### src/rtl/rom_burst_reader_pkg.sv
// Shared types and default sizing for the ROM burst reader.
package rom_burst_reader_pkg;

  localparam int K_DEF = 8;  // data width
  localparam int L_DEF = 4;  // ROM depth in words
  localparam int M_DEF = 2;  // ROM address width
  localparam int C_DEF = 8;  // burst length field width

  typedef enum logic [1:0] {
    IDLE   = 2'd0,
    FETCH  = 2'd1,
    STREAM = 2'd2,
    FIN    = 2'd3
  } state_t;

endpackage

### src/rtl/rom_adr_counter.sv
// Loadable up-counter that wraps at L-1 back to 0. Depth L does not have to
// be a power of two, so the wrap is explicit rather than relying on overflow.
module rom_adr_counter #(
  parameter int L = 4,
  parameter int M = 2
) (
  input  logic         clk,
  input  logic         rst,
  input  logic         load,
  input  logic [M-1:0] load_val,
  input  logic         inc,
  output logic [M-1:0] count
);

  localparam logic [M-1:0] LAST_ADR = M'(L - 1);

  // Address register: load has priority over increment.
  always_ff @(posedge clk) begin
    // NOTE: sequential state always uses non-blocking (<=) so every register
    // samples the pre-edge values and simulation matches the synthesized flops.
    if (rst) begin
      count <= '0;
    end else if (load) begin
      count <= load_val;
    end else if (inc) begin
      count <= (count == LAST_ADR) ? '0 : count + M'(1);
    end
  end

endmodule

### src/rtl/rom_burst_reader.sv
// Walks a burst of consecutive ROM addresses (modulo depth) and presents each
// word on a valid/ready stream with a last flag, one word per cycle.
module rom_burst_reader
  import rom_burst_reader_pkg::*;
#(
  parameter int K = K_DEF,
  parameter int L = L_DEF,
  parameter int M = M_DEF,
  parameter int C = C_DEF
) (
  input  logic         clk,
  input  logic         rst,
  input  logic         start,
  input  logic [M-1:0] start_adr,
  input  logic [C-1:0] burst_len,
  output logic [M-1:0] read_adr,
  input  logic [K-1:0] rom_data,
  output logic [K-1:0] out_data,
  output logic         out_valid,
  input  logic         out_ready,
  output logic         out_last,
  output logic         busy,
  output logic         done,
  output logic         err
);

  localparam logic [M:0] DEPTH = (M + 1)'(L);

  state_t       state, state_nxt;
  logic [C-1:0] remaining;
  logic         err_flag;
  logic         adr_load;
  logic         adr_inc;
  logic         hs;
  logic         adr_ok;
  logic         len_zero;

  assign hs       = out_valid & out_ready;
  assign adr_ok   = {1'b0, start_adr} < DEPTH;
  assign len_zero = (burst_len == '0);

  rom_adr_counter #(
    .L(L),
    .M(M)
  ) u_adr (
    .clk      (clk),
    .rst      (rst),
    .load     (adr_load),
    .load_val (start_adr),
    .inc      (adr_inc),
    .count    (read_adr)
  );

  // State register.
  always_ff @(posedge clk) begin
    if (rst) state <= IDLE;
    else     state <= state_nxt;
  end

  // Next-state logic and address counter controls.
  always_comb begin
    // NOTE: every output of this block gets a default first, so no path can
    // leave a signal unassigned and infer a latch.
    state_nxt = state;
    adr_load  = 1'b0;
    adr_inc   = 1'b0;
    unique case (state)
      IDLE: begin
        if (start) begin
          if (!adr_ok || len_zero) begin
            state_nxt = FIN;
          end else begin
            adr_load  = 1'b1;
            state_nxt = FETCH;
          end
        end
      end
      FETCH: begin
        adr_inc   = 1'b1;
        state_nxt = STREAM;
      end
      STREAM: begin
        if (hs) begin
          if (out_last) state_nxt = FIN;
          else          adr_inc   = 1'b1;
        end
      end
      FIN: begin
        state_nxt = IDLE;
      end
      default: state_nxt = IDLE;
    endcase
  end

  // Stream datapath: output word, last flag, remaining count and error flag.
  always_ff @(posedge clk) begin
    if (rst) begin
      out_data  <= '0;
      out_valid <= 1'b0;
      out_last  <= 1'b0;
      remaining <= '0;
      err_flag  <= 1'b0;
    end else begin
      unique case (state)
        IDLE: begin
          if (start) begin
            if (!adr_ok)       err_flag  <= 1'b1;
            else if (!len_zero) remaining <= burst_len;
          end
        end
        FETCH: begin
          out_data  <= rom_data;
          out_valid <= 1'b1;
          out_last  <= (remaining == C'(1));
          remaining <= remaining - C'(1);
        end
        STREAM: begin
          if (hs) begin
            if (out_last) begin
              out_valid <= 1'b0;
              out_last  <= 1'b0;
            end else begin
              out_data  <= rom_data;
              out_last  <= (remaining == C'(1));
              remaining <= remaining - C'(1);
            end
          end
        end
        FIN: begin
          err_flag <= 1'b0;
        end
        default: ;
      endcase
    end
  end

  assign busy = (state != IDLE);
  assign done = (state == FIN);
  assign err  = done & err_flag;

endmodule

### config.mk
export PLATFORM = sky130hd
export DESIGN_NAME = rom_burst_reader
export DESIGN_NICKNAME = d
export VERILOG_FILES = /design/src/rtl/rom_burst_reader_pkg.sv /design/src/rtl/rom_adr_counter.sv /design/src/rtl/rom_burst_reader.sv
export SDC_FILE = /design/constraint.sdc
export NUM_CORES = 1
export LEC_CHECK = 0
export CAP_MARGIN = 20
export CORE_AREA = 2 2 55 57
export DETAILED_ROUTE_END_ITERATION = 12
export DIE_AREA = 0 0 57 59
export HOLD_SLACK_MARGIN = 0.05
export PLACE_DENSITY = 0.89
export SLEW_MARGIN = 20
export SYNTH_ARGS = -nofsm -noshare
export SYNTH_HDL_FRONTEND = slang
export SYNTH_SLANG_ARGS = --single-unit
### constraint.sdc
create_clock -name clk -period 3.75 [get_ports clk]
set_input_delay 0.375 -clock clk [delete_from_list [all_inputs] [get_ports clk]]
set_output_delay 0.375 -clock clk [all_outputs]
set_load 0.05 [all_outputs]
==> results.yml <==
run_status:
  status: "completed"
logic_synthesis:
  netlist_area_um2: 1320
  synth_area_per_cell_um2: 9.02
  yosysWarningCount: 0
  syn_nets: 176
  yosysSeqAreaShare_pct: 33.4
  syn_inst: 146
  synth_edf_count: 0
  ys_ff_latch: 22
  async_reset_ff_share_pct: 0
  ys_types: 44
  yosys_most_used_dff: "dfxtp_1"
die:
  core_area_um2: 2710
  io_pins: 37
  start_util_pct: 48.6
  die-area_um2: 3360
  placementRows: 19
  die_y_um: 59
  die_w_um: 57
cells_and_area:
  stdcell_count: 211
  n_antenna_cell: 0
  multi_input_area_um2: 808
  regArea_um2: 440
  n_fill_cell: 223
  area_delta_synth_final_pct: 31.7
  drive_gt1_share_pct: 10.6
  fin_nets: 211
sta:
  worstMarginPinSlew_ns: 0.912
  setup_violations: 0
  period_share_pct: 65.1
  hold_violations: 0
  finalMaxSlewViolations: 0
  rsz0062_at_grt: "false"
  fin_setup_tns_ns: 0
  max-slew-margin-rel_pct: 39.0
  finalCriticalPeriod_ns: 2.44
  skew_ns: 0.00571
  hold-worst-slack_ns: 0.478
  timing.fmax_mhz: 409
worst_setup_path:
  crit_type: "reg2out"
  crit_fanout: 7
  required_ns: 3.38
  crit_path_end_kind: "output port"
  cp.arrival_ns: 2.07
  start_kind: "flop"
routing:
  routed_wl_mm: 3.50
  drt-vias-per-instance: 6.15
  via_count: 1297
  drc: 0
  avgRoutedWirePerCell_um: 16.6
  ant_nets: 0
  dr.first_iter.drc_count: 85
  dr.pass1.iters: 4
global_routing:
  grt-ovfl-total: 0
  antenna_found_initial: 0
  grt_pass1_wl_mm: 5.84
  grt_max_degree: 25
  grt_usage_pct: 21.5
  grt_pass1_vias: 1301
clocking:
  cts_tree: "done"
  cts_made_buffers: 3
  hold_buffers: 0
  path_clk_slew_ns: 0.13
  postCtsSetupBuffers: 0
  htreeDepth: 1
  root_buffer: "clkbuf_4"
  cts_buffer_depth: 2
  clk_latency_ns: 0.31
  cts_resized: 0
  cts.sinks: 22
power:
  p_sw_mw: 0.812
  vdd_drop_max_v: 0.000688
  p_comb_share_pct: 64.8
  power.leakage_nw: 0.707
  power_density_nw_per_um2: 945
  internal_power_mw: 0.828
  clockPowerShare_pct: 11.2
  p_seq_share_pct: 24.0
  power_switching_share_pct: 49.5
placement:
  hpwl_mm: 2.63
  globalplace.congestion: 0.883
  portBuffers: 35
  dp_cells: 207
worst_hold_path:
  hold_path.class: "reg2reg"
run:
  max-cap-violations: 0
## through the flow
stage	power (mW)	setup WS, ns	cell area, um^2	utilization, %
4_1_cts	1.63	1.31	1740	64.0
3_5_place_dp	1.44	1.65	1680	62.1
6_report	1.64	1.31	1740	64.0
3_3_place_gp	1.40	1.70	1680	62.1
2_1_floorplan	1.18	2.03	1320	-
5_1_grt	1.75	1.19	1740	64.0
## final timing paths
path | slack (ns) | cells past startpoint | from | to
setup / recovery | 1.31 | 4 | state[0] | busy
hold / removal | 0.48 | 2 | remaining[7] | remaining[7]
setup reg to reg | 1.59 | 6 | state[0] | remaining[7]
hold reg to reg | 0.48 | 2 | remaining[7] | remaining[7]
## cells by family after synthesis
logic type                 after synthesis  share of synthesized area, %
adders and majority gates                8                          7.60
DFF                                     22                          33.4
buffers and inverters                   17                          5.22
other                                    1                         0.285
and+or+nand+nor                         46                          20.3
AOI/OAI and AO/OA                       42                          25.5
muxes                                   10                          7.60
## power groups by stage
stage | logic, mW | registers, mW | clock network, mW
2_1_floorplan | 0.666 | 0.513 | 0
3_3_place_gp | 1.01 | 0.392 | 0
3_5_place_dp | 1.04 | 0.398 | 0
4_1_cts | 1.05 | 0.392 | 0.186
5_1_grt | 1.15 | 0.406 | 0.194
6_report | 1.06 | 0.393 | 0.184
## Yosys cell counts (3+ instances only)
| master | count | area (um^2) |
|---|---|---|
| o31ai_1 | 6 | 45.0 |
| clkbuf_1 | 3 | 11.3 |
| nor2_1 | 13 | 48.8 |
| a21oi_1 | 12 | 60.1 |
| inv_1 | 12 | 45.0 |
| a311o_1 | 3 | 30.0 |
| mux2i_1 | 10 | 100 |
| o32ai_1 | 3 | 26.3 |
| a22oi_1 | 3 | 22.5 |
| nor3_1 | 6 | 30.0 |
| ha_1 | 8 | 100 |
| nand3_1 | 3 | 15.0 |
| nand2_1 | 6 | 22.5 |
| dfxtp_1 | 22 | 440 |
## state kept, by name, summed over array words and instances (netlist names)
name	count
out_data	8
out_last	1
out_valid	1
remaining	8
state	2
u_adr.count	2
## critical path, cell delays in order, from the launching register on
cell,delay (ns)
dfxtp_1,0.41
inv_1,0.10
ha_1,0.29
inv_1,0.14
clkdlybuf4s50_1,0.82
## routing by layer
layer,vias to the layer above,share of wire (%),global-route usage [%],wire length [um]
met5,-,0,0,0
met4,0,2.3,7.31,81
met3,9,6.0,2.40,210
met2,66,52,37.3,1810
met1,611,40,28.0,1400
li1,611,-,-,-
## cell usage in the layout (no fill, tap or decap), types with 3 or more instances in the layout
cell / count
a21oi_1: 12
a22oi_1: 3
a311o_1: 3
clkbuf_4: 3
clkdlybuf4s50_1: 35
dfxtp_1: 22
ha_1: 8
inv_1: 12
mux2i_1: 10
nand2_1: 6
nand3_1: 3
nor2_1: 13
nor3_1: 6
o31ai_1: 6
o32ai_1: 3
## area by class of cell
cell class | count | area share [%]
Clock buffer | 3 | 1.30
Clock inverter | 1 | 1.73
Inverter | 12 | 2.60
Multi-Input combinational cell | 107 | 46.6
Sequential cell | 22 | 25.4
Tap cell | 31 | 2.24
Timing Repair Buffer | 35 | 20.2
Note: power is estimated with default switching activity, not from simulation.
